## src/rtl/alu_pkg.sv

```systemverilog
// rtl/alu_pkg.sv - shared opcodes, sequencer states and status byte layout
package alu_pkg;

    localparam logic [7:0] OP_ADD = 8'h20;
    localparam logic [7:0] OP_SUB = 8'h22;
    localparam logic [7:0] OP_AND = 8'h24;
    localparam logic [7:0] OP_OR  = 8'h25;
    localparam logic [7:0] OP_XOR = 8'h26;
    localparam logic [7:0] OP_NOR = 8'h27;
    localparam logic [7:0] OP_SRL = 8'h02;
    localparam logic [7:0] OP_SRA = 8'h03;

    localparam int STAT_ZERO_BIT   = 0;
    localparam int STAT_CARRY_BIT  = 1;
    localparam int STAT_OP_ERR_BIT = 7;

    typedef enum logic [2:0] {
        ST_WAIT_A  = 3'd0,
        ST_WAIT_B  = 3'd1,
        ST_WAIT_OP = 3'd2,
        ST_CHECK   = 3'd3,
        ST_TX_RES  = 3'd4,
        ST_TX_STAT = 3'd5
    } state_t;

    function automatic logic is_valid_op(input logic [7:0] op);
        case (op)
            OP_ADD, OP_SUB, OP_AND, OP_OR,
            OP_XOR, OP_NOR, OP_SRL, OP_SRA: is_valid_op = 1'b1;
            default:                        is_valid_op = 1'b0;
        endcase
    endfunction

    function automatic logic [7:0] make_status(input logic zero, input logic carry, input logic op_err);
        logic [7:0] s;
        s                  = 8'h00;
        s[STAT_ZERO_BIT]   = zero;
        s[STAT_CARRY_BIT]  = carry;
        s[STAT_OP_ERR_BIT] = op_err;
        return s;
    endfunction

endpackage

```

## src/rtl/frame_timer.sv

```systemverilog
// rtl/frame_timer.sv - saturating inter-byte gap counter with expiry flag
module frame_timer #(
    parameter int TIMEOUT_CYCLES = 50000
) (
    input  logic clk,
    input  logic reset,
    input  logic clear,
    input  logic enable,
    output logic expired
);

    localparam int CW = ($clog2(TIMEOUT_CYCLES) < 1) ? 1 : $clog2(TIMEOUT_CYCLES);
    localparam logic [CW-1:0] LAST = CW'(TIMEOUT_CYCLES - 1);

    logic [CW-1:0] cnt_q;
    logic [CW-1:0] cnt_d;

    assign expired = (cnt_q == LAST);

    // Count idle cycles; hold at the last value so the counter never wraps
    always_comb begin
        cnt_d = cnt_q;
        if (clear) begin
            cnt_d = '0;
        end else if (enable && !expired) begin
            cnt_d = cnt_q + CW'(1);
        end
    end

    // Gap counter register
    always_ff @(posedge clk) begin
        if (reset) begin
            cnt_q <= '0;
        end else begin
            cnt_q <= cnt_d;
        end
    end

endmodule

```

## src/rtl/uart_alu_sequencer.sv

```systemverilog
// rtl/uart_alu_sequencer.sv - collects A/B/OP bytes, runs the ALU and sends result and status
module uart_alu_sequencer
    import alu_pkg::*;
#(
    parameter int NB_BITS        = 8,
    parameter int TIMEOUT_CYCLES = 50000
) (
    input  logic               clk,
    input  logic               reset,
    input  logic [NB_BITS-1:0] i_rx_data,
    input  logic               i_rx_valid,
    input  logic [NB_BITS-1:0] i_alu_result,
    input  logic               i_alu_zero,
    input  logic               i_alu_carry,
    input  logic               i_tx_done,
    output logic [NB_BITS-1:0] o_A,
    output logic [NB_BITS-1:0] o_B,
    output logic [NB_BITS-1:0] o_OP,
    output logic               o_tx_start,
    output logic [NB_BITS-1:0] o_tx_data,
    output logic               o_busy,
    output logic               o_frame_err,
    output logic [7:0]         o_drop_cnt
);

    state_t state_q, state_d;

    logic [NB_BITS-1:0] a_q, a_d;
    logic [NB_BITS-1:0] b_q, b_d;
    logic [NB_BITS-1:0] op_q, op_d;
    logic               tx_start_q, tx_start_d;
    logic [NB_BITS-1:0] tx_data_q, tx_data_d;
    logic               busy_q, busy_d;
    logic               frame_err_q, frame_err_d;
    logic [7:0]         drop_q, drop_d;
    // Flags captured in CHECK; the captured result lives in tx_data_q
    logic               zero_q, zero_d;
    logic               carry_q, carry_d;
    logic               op_err_q, op_err_d;

    logic op_valid;
    logic in_gap;
    logic in_busy;
    logic timer_expired;

    // Opcodes are 8-bit codes; any set bit above them makes the opcode invalid
    assign op_valid = ((op_q >> 8) == '0) && is_valid_op(op_q[7:0]);
    assign in_gap   = (state_q == ST_WAIT_B) || (state_q == ST_WAIT_OP);
    assign in_busy  = (state_q == ST_CHECK) || (state_q == ST_TX_RES) || (state_q == ST_TX_STAT);

    // Held at zero outside WAIT_B/WAIT_OP, so entry from WAIT_A starts from zero
    frame_timer #(
        .TIMEOUT_CYCLES(TIMEOUT_CYCLES)
    ) u_frame_timer (
        .clk    (clk),
        .reset  (reset),
        .clear  (!in_gap || i_rx_valid),
        .enable (in_gap),
        .expired(timer_expired)
    );

    // State and output registers; reset overrides every pending event
    always_ff @(posedge clk) begin
        if (reset) begin
            state_q     <= ST_WAIT_A;
            a_q         <= '0;
            b_q         <= '0;
            op_q        <= '0;
            tx_start_q  <= 1'b0;
            tx_data_q   <= '0;
            busy_q      <= 1'b0;
            frame_err_q <= 1'b0;
            drop_q      <= 8'h00;
            zero_q      <= 1'b0;
            carry_q     <= 1'b0;
            op_err_q    <= 1'b0;
        end else begin
            state_q     <= state_d;
            a_q         <= a_d;
            b_q         <= b_d;
            op_q        <= op_d;
            tx_start_q  <= tx_start_d;
            tx_data_q   <= tx_data_d;
            busy_q      <= busy_d;
            frame_err_q <= frame_err_d;
            drop_q      <= drop_d;
            zero_q      <= zero_d;
            carry_q     <= carry_d;
            op_err_q    <= op_err_d;
        end
    end

    // Next state: a received byte takes priority over a simultaneous timeout
    always_comb begin
        state_d = state_q;
        case (state_q)
            ST_WAIT_A: begin
                if (i_rx_valid) state_d = ST_WAIT_B;
            end
            ST_WAIT_B: begin
                if (i_rx_valid)         state_d = ST_WAIT_OP;
                else if (timer_expired) state_d = ST_WAIT_A;
            end
            ST_WAIT_OP: begin
                if (i_rx_valid)         state_d = ST_CHECK;
                else if (timer_expired) state_d = ST_WAIT_A;
            end
            ST_CHECK: begin
                state_d = op_valid ? ST_TX_RES : ST_TX_STAT;
            end
            ST_TX_RES: begin
                if (i_tx_done) state_d = ST_TX_STAT;
            end
            ST_TX_STAT: begin
                if (i_tx_done) state_d = ST_WAIT_A;
            end
            default: state_d = ST_WAIT_A;
        endcase
    end

    // Next values of the registered outputs and captured flags
    always_comb begin
        a_d         = a_q;
        b_d         = b_q;
        op_d        = op_q;
        tx_start_d  = 1'b0;
        tx_data_d   = tx_data_q;
        frame_err_d = 1'b0;
        drop_d      = drop_q;
        zero_d      = zero_q;
        carry_d     = carry_q;
        op_err_d    = op_err_q;
        busy_d      = (state_d == ST_CHECK) || (state_d == ST_TX_RES) || (state_d == ST_TX_STAT);

        if (in_busy && i_rx_valid && (drop_q != 8'hFF)) begin
            drop_d = drop_q + 8'd1;
        end

        case (state_q)
            ST_WAIT_A: begin
                if (i_rx_valid) a_d = i_rx_data;
            end
            ST_WAIT_B: begin
                if (i_rx_valid)         b_d = i_rx_data;
                else if (timer_expired) frame_err_d = 1'b1;
            end
            ST_WAIT_OP: begin
                if (i_rx_valid)         op_d = i_rx_data;
                else if (timer_expired) frame_err_d = 1'b1;
            end
            ST_CHECK: begin
                // An invalid opcode reports only op_err; the ALU flags are meaningless then
                zero_d     = op_valid && i_alu_zero;
                carry_d    = op_valid && i_alu_carry;
                op_err_d   = !op_valid;
                tx_start_d = 1'b1;
                tx_data_d  = op_valid ? i_alu_result
                                      : NB_BITS'(make_status(1'b0, 1'b0, 1'b1));
            end
            ST_TX_RES: begin
                if (i_tx_done) begin
                    tx_start_d = 1'b1;
                    tx_data_d  = NB_BITS'(make_status(zero_q, carry_q, op_err_q));
                end
            end
            default: ;
        endcase
    end

    assign o_A         = a_q;
    assign o_B         = b_q;
    assign o_OP        = op_q;
    assign o_tx_start  = tx_start_q;
    assign o_tx_data   = tx_data_q;
    assign o_busy      = busy_q;
    assign o_frame_err = frame_err_q;
    assign o_drop_cnt  = drop_q;

endmodule

```

## config.mk

```make
export PLATFORM = sky130hd
export DESIGN_NAME = uart_alu_sequencer
export DESIGN_NICKNAME = d
export VERILOG_FILES = /design/src/rtl/alu_pkg.sv /design/src/rtl/frame_timer.sv /design/src/rtl/uart_alu_sequencer.sv
export SDC_FILE = /design/constraint.sdc
export NUM_CORES = 1
export LEC_CHECK = 0
export CORE_MARGIN = 2
export CORE_UTILIZATION = 53
export DETAILED_ROUTE_END_ITERATION = 16
export PLACE_DENSITY = 0.84
export SYNTH_ARGS = -nofsm -noshare
export SYNTH_HDL_FRONTEND = slang
export SYNTH_SLANG_ARGS = --single-unit
export TNS_END_PERCENT = 10
```

## constraint.sdc

```tcl
create_clock -name clk -period 6.1 [get_ports clk]
set_clock_uncertainty 0.15 [all_clocks]
set_input_delay 1.22 -clock clk [delete_from_list [all_inputs] [get_ports clk]]
set_output_delay 1.22 -clock clk [all_outputs]
set_load 0.01 [all_outputs]
```

# After elaboration in Yosys (flattened, before gate mapping)
# Cells that the tools add are included.
# op_classes
n_addsub	2
n_mux	15
bitwise	1
eq_ne	19
reduce_logical	24
# ops
operator	count
equality test 8 x 6 -> 1 bit, second input constant	6
2-to-1 mux 3 bit	6
case mux 3 bit (6 select lines)	1
adder 16 x 1 -> 16 bit, second input constant	1
equality test 16 bit, second input constant	1
equality test 8 x 2 -> 1 bit, second input constant	2
2-to-1 mux 8 bit	2
case mux 8 bit (2 select lines)	1
equality test 3 bit, second input constant	4
equality test 3 x 2 -> 1 bit, second input constant	3
adder 8 x 1 -> 8 bit, second input constant	1
!= test 8 bit, second input constant	1
AND reduction 2 bit	4
OR reduction 8 bit	1
logical OR 1 bit	6
logical AND 1 bit	5
2-to-1 mux 1 bit	4
OR reduction 2 bit	2
equality test 3 x 1 -> 1 bit, second input constant	1
zero test 1 bit	3
zero test 3 bit	1
OR reduction 3 bit	1
!= test 2 bit, second input constant	1
case mux 1 bit (2 select lines)	1
2 further kinds	2
# totals
reg_bits	65
input_bits	22
word_cells	74
output_inout_bits	43

# Depth between registers and ports, before layout
# logic_depth
depth_word	8
depth_mapped	7
depth_no_buf	5

# Hierarchy
# From an unflattened synthesis, not the netlist that was laid out.
# hier_totals
cells_unflattened	324
area_unflattened_um2	2871.5
# modules_own_cells
module	area_per_inst_um2	seq_area_each_um2	cells_per_inst	n_inst
uart_alu_sequencer	2083.2	980.9	234	1
frame_timer	788.3	320.3	90	1

# Least setup slack after synthesis
# No wires, ideal clock.
# synth_timing
kind	input to register
start	input port i_rx_valid
end	register u_frame_timer.cnt_q[12]
arrival_time_ps	2273
setup_slack_ps	3606
n_path_buf	2
stages	5
required_ps	5879
setup_ps	71
path_cell_list	or2_2 -> or3_1 -> clkbuf_1 -> clkbuf_1 -> a21oi_1
# synth_between
elab_chain_cells	2
# synth_rtl
item	line_no	text
start, declared	uart_alu_sequencer.sv:11	input logic i_rx_valid,
logical OR 1 bit	uart_alu_sequencer.sv:57	.clear (!in_gap || i_rx_valid),
OR reduction 2 bit (no line)	n/a	
end signal, assigned	frame_timer.sv:35	cnt_q <= cnt_d;
end, declared	frame_timer.sv:15	logic [CW-1:0] cnt_q;
# No other way between the ends.
# A chain may end at the register's enable or synchronous reset.

# Final worst setup path
# layout_timing
start	input port i_rx_valid
end	register op_q[2], in the netlist o_OP[2]
# layout_between
elab_chain_cells	1
# layout_rtl
item	line_no	text
AND reduction 2 bit (no line)	n/a	
end signal, assigned	uart_alu_sequencer.sv:81	op_q <= op_d;
end, declared	uart_alu_sequencer.sv:30	logic [NB_BITS-1:0] op_q, op_d;
# No other way between the ends.

==> results.yml <==
flow_run:
  drv_cap: 0
drt:
  detail_route.vias_per_cell: 5.67
  drcViolationCount: 0
  first_pass_iters: 4
  routedWlPerCell_um: 14.8
  final_antenna_net_count: 0
  drtIter0Drc: 91
  routed_wl_mm: 6.73
  vias: 2580
power:
  p_leak_nw: 1.21
  power_density_nw_per_um2: 267
  ir_worst_vdd_mv: 0.198
setup_path:
  timing.reg2reg.setup_slack_ns: 3.67
  max_stage_delay_ns: 1.02
  reg2reg_depth: 4
  critPathCaptureType: "flop"
  path_class: "input pin to flop"
  worst_r2r_endpoint: "o_drop_cnt[5]"
  cp_data_arrival_time_ns: 3.30
  cpMaxStageDelayCell: "nor4bb_2"
  start_kind: "input pin"
  path_max_fanout: 11
  r2r-start: "state_q[2]"
  crit_chain: "clkdlybuf4s50_1 > nor4bb_2 > mux2i_1 > nor2_1"
  worstPathRequired_ns: 6.17
placement:
  dpl.hpwl_mm: 4.54
  io_buffers: 64
  place.gp.congestion: 0.869
clock_network:
  cts_max_path_buffers: 2
  clock_latency_ns: 0.34
  cts_setup_buffers: 0
  htreeDepth: 3
  postCtsHoldBufs: 0
  cts.sinks: 65
  root_buffer: "clkbuf_8"
  cts_tree: "done"
  clk_pin_slew_ns: 0.07
  cts_buffers: 9
  post_cts_resized: 0
sta:
  slew_headroom: 0.190
  setup_viol: 0
  finalHoldViolations: 0
  fin_setup_tns_ns: 0
  period_needed_ns: 3.23
  fmax_ghz: 0.310
  finalHoldWorstSlack_ns: 0.305
  slew_violations: 0
  worst-slew-pin-transition_ns: 1.20
  rsz0062_at_grt: "no"
  final.period_utilization: 0.529
yosys:
  seq_area_frac_synth: 0.468
  netlist.top_cell.by_area: "dfxtp_1"
  synth_common_cells: "65 x dfxtp_1, 42 x nand2_1, 40 x a21oi_1"
  netlist_instances: 323
  async_reset_ff_frac: 0
  synth-seq-cells: 65
  synthesis.nets: 347
  synth_top_cell_area_share: 0.468
  yosysMostFrequentCell: "dfxtp_1"
  syn_avg_cell_area_um2: 8.62
  ys_warn_count: 0
  yosysUniqueCellTypes: 48
  synth_top_flop_cell: "dfxtp_1"
  synth_edf_count: 0
  synth.cell_area_um2: 2780
  synth_area_leaders: "dfxtp_1 47%, a21oi_1 7.2%, nand2_1 5.7%, nor2_1 3.4%, mux2i_1 3.2%"
floorplan:
  num_io_pins: 65
  fp.dieArea_um2: 5850
  die_y_um: 76.5
  initial_core_util: 0.548
  coreArea_um2: 5070
  rows: 26
  die_x_um: 76.5
global_routing:
  antenna_found_initial: 0
  grt_pass1_vias: 2415
  grt_pass1_wl_mm: 11.5
  grt.overflow.total: 0
  grt_max_degree: 49
  grt.total_usage: 0.245
min_path:
  hp-class: "flop to flop"
  holdPathStages: 2
  hold_start: "o_A[3]"
  hold_end: "o_A[3]"
status:
  outcome: "completed"
layout:
  area_growth_pct: 32.3
  n_antenna_cell: 0
  drive_above_1_share: 0.0623
  fin_nets: 404
## metrics by stage
stage	worst slack [ns]	instance area (um^2)	power (W)	utilization	std cells
after detailed placement	2.50	3440	0.000545	0.678	439
final	2.87	3680	0.000982	0.725	455
after global placement	2.63	3440	0.000542	0.678	439
after CTS	2.89	3680	0.000985	0.725	455
after floorplan	3.61	2780	0.000502	-	323
after global routing	2.63	3680	0.00102	0.725	455
## layout by cell type (no fill, tap or decap), drive strengths merged, types with 9 or more instances in the layout
| cell | instances |
|---|---|
| a21oi | 40 |
| clkbuf | 10 |
| clkdlybuf4s50 | 64 |
| dfxtp | 65 |
| mux2i | 9 |
| nand2 | 42 |
| nand3 | 13 |
| nor2 | 25 |
| o21ai | 13 |
| or3 | 12 |
| or4 | 9 |
## report_power, final
group	total (W)	switching [W]	internal, W
Combinational	0.0000907	0.0000482	0.0000425
Sequential	0.000445	0.0000103	0.000435
Clock	0.000446	0.000166	0.000280
Total	0.000982	0.000224	0.000758
## logic make-up (layout without fill, tap and decap cells)
group	Yosys count	count (layout)	synth area share
simple gates	140	140	0.264
compound gates	76	76	0.165
flops	65	65	0.468
buf+inv	24	86	0.0378
mux	9	9	0.0324
xor+xnor	7	7	0.0247
fa+ha+maj	2	2	0.00899
## state kept, by name (all words and copies together), names as in the netlist, 3 cells and up
signal               cells
state_q                  3
o_B                      8
u_frame_timer.cnt_q     16
o_OP                     8
o_tx_data                8
o_drop_cnt               8
o_A                      8
## worst max-delay path by stage
stage / startpoint / endpoint / slack, ns
final: i_rx_valid / o_OP[2] / 2.87
after global routing: i_rx_valid / o_OP[6] / 2.63
after CTS: i_rx_valid / o_OP[2] / 2.89
after detailed placement: i_rx_valid / o_OP[2] / 2.50
after global placement: i_rx_valid / o_OP[4] / 2.63
after floorplan: i_rx_valid / u_frame_timer.cnt_q[12] / 3.61
## per-layer routing
layer / track usage / vias to the layer above / part of all wire
met1: 0.305 / 1217 / 0.45
li1: - / 1290 / -
met3: 0.0877 / 8 / 0.054
met2: 0.398 / 65 / 0.49
met4: 0.0764 / 0 / 0.012
met5: 0 / - / 0
## critical path, delay by kind of cell
kind | cells | cell delay [ns]
multiplexers | 1 | 0.31
buffers and inverters | 1 | 0.69
AND/OR/NAND/NOR | 2 | 1.08
## layout make-up
type                            instances  area [um^2]
Clock buffer                           10          138
Clock inverter                          6          105
Fill cell                             425         1390
Inverter                                5         18.8
Multi-Input combinational cell        234         1380
Sequential cell                        65         1300
Tap cell                               70         87.6
Timing Repair Buffer                   65          648
Power figures use the tool's default switching activity.
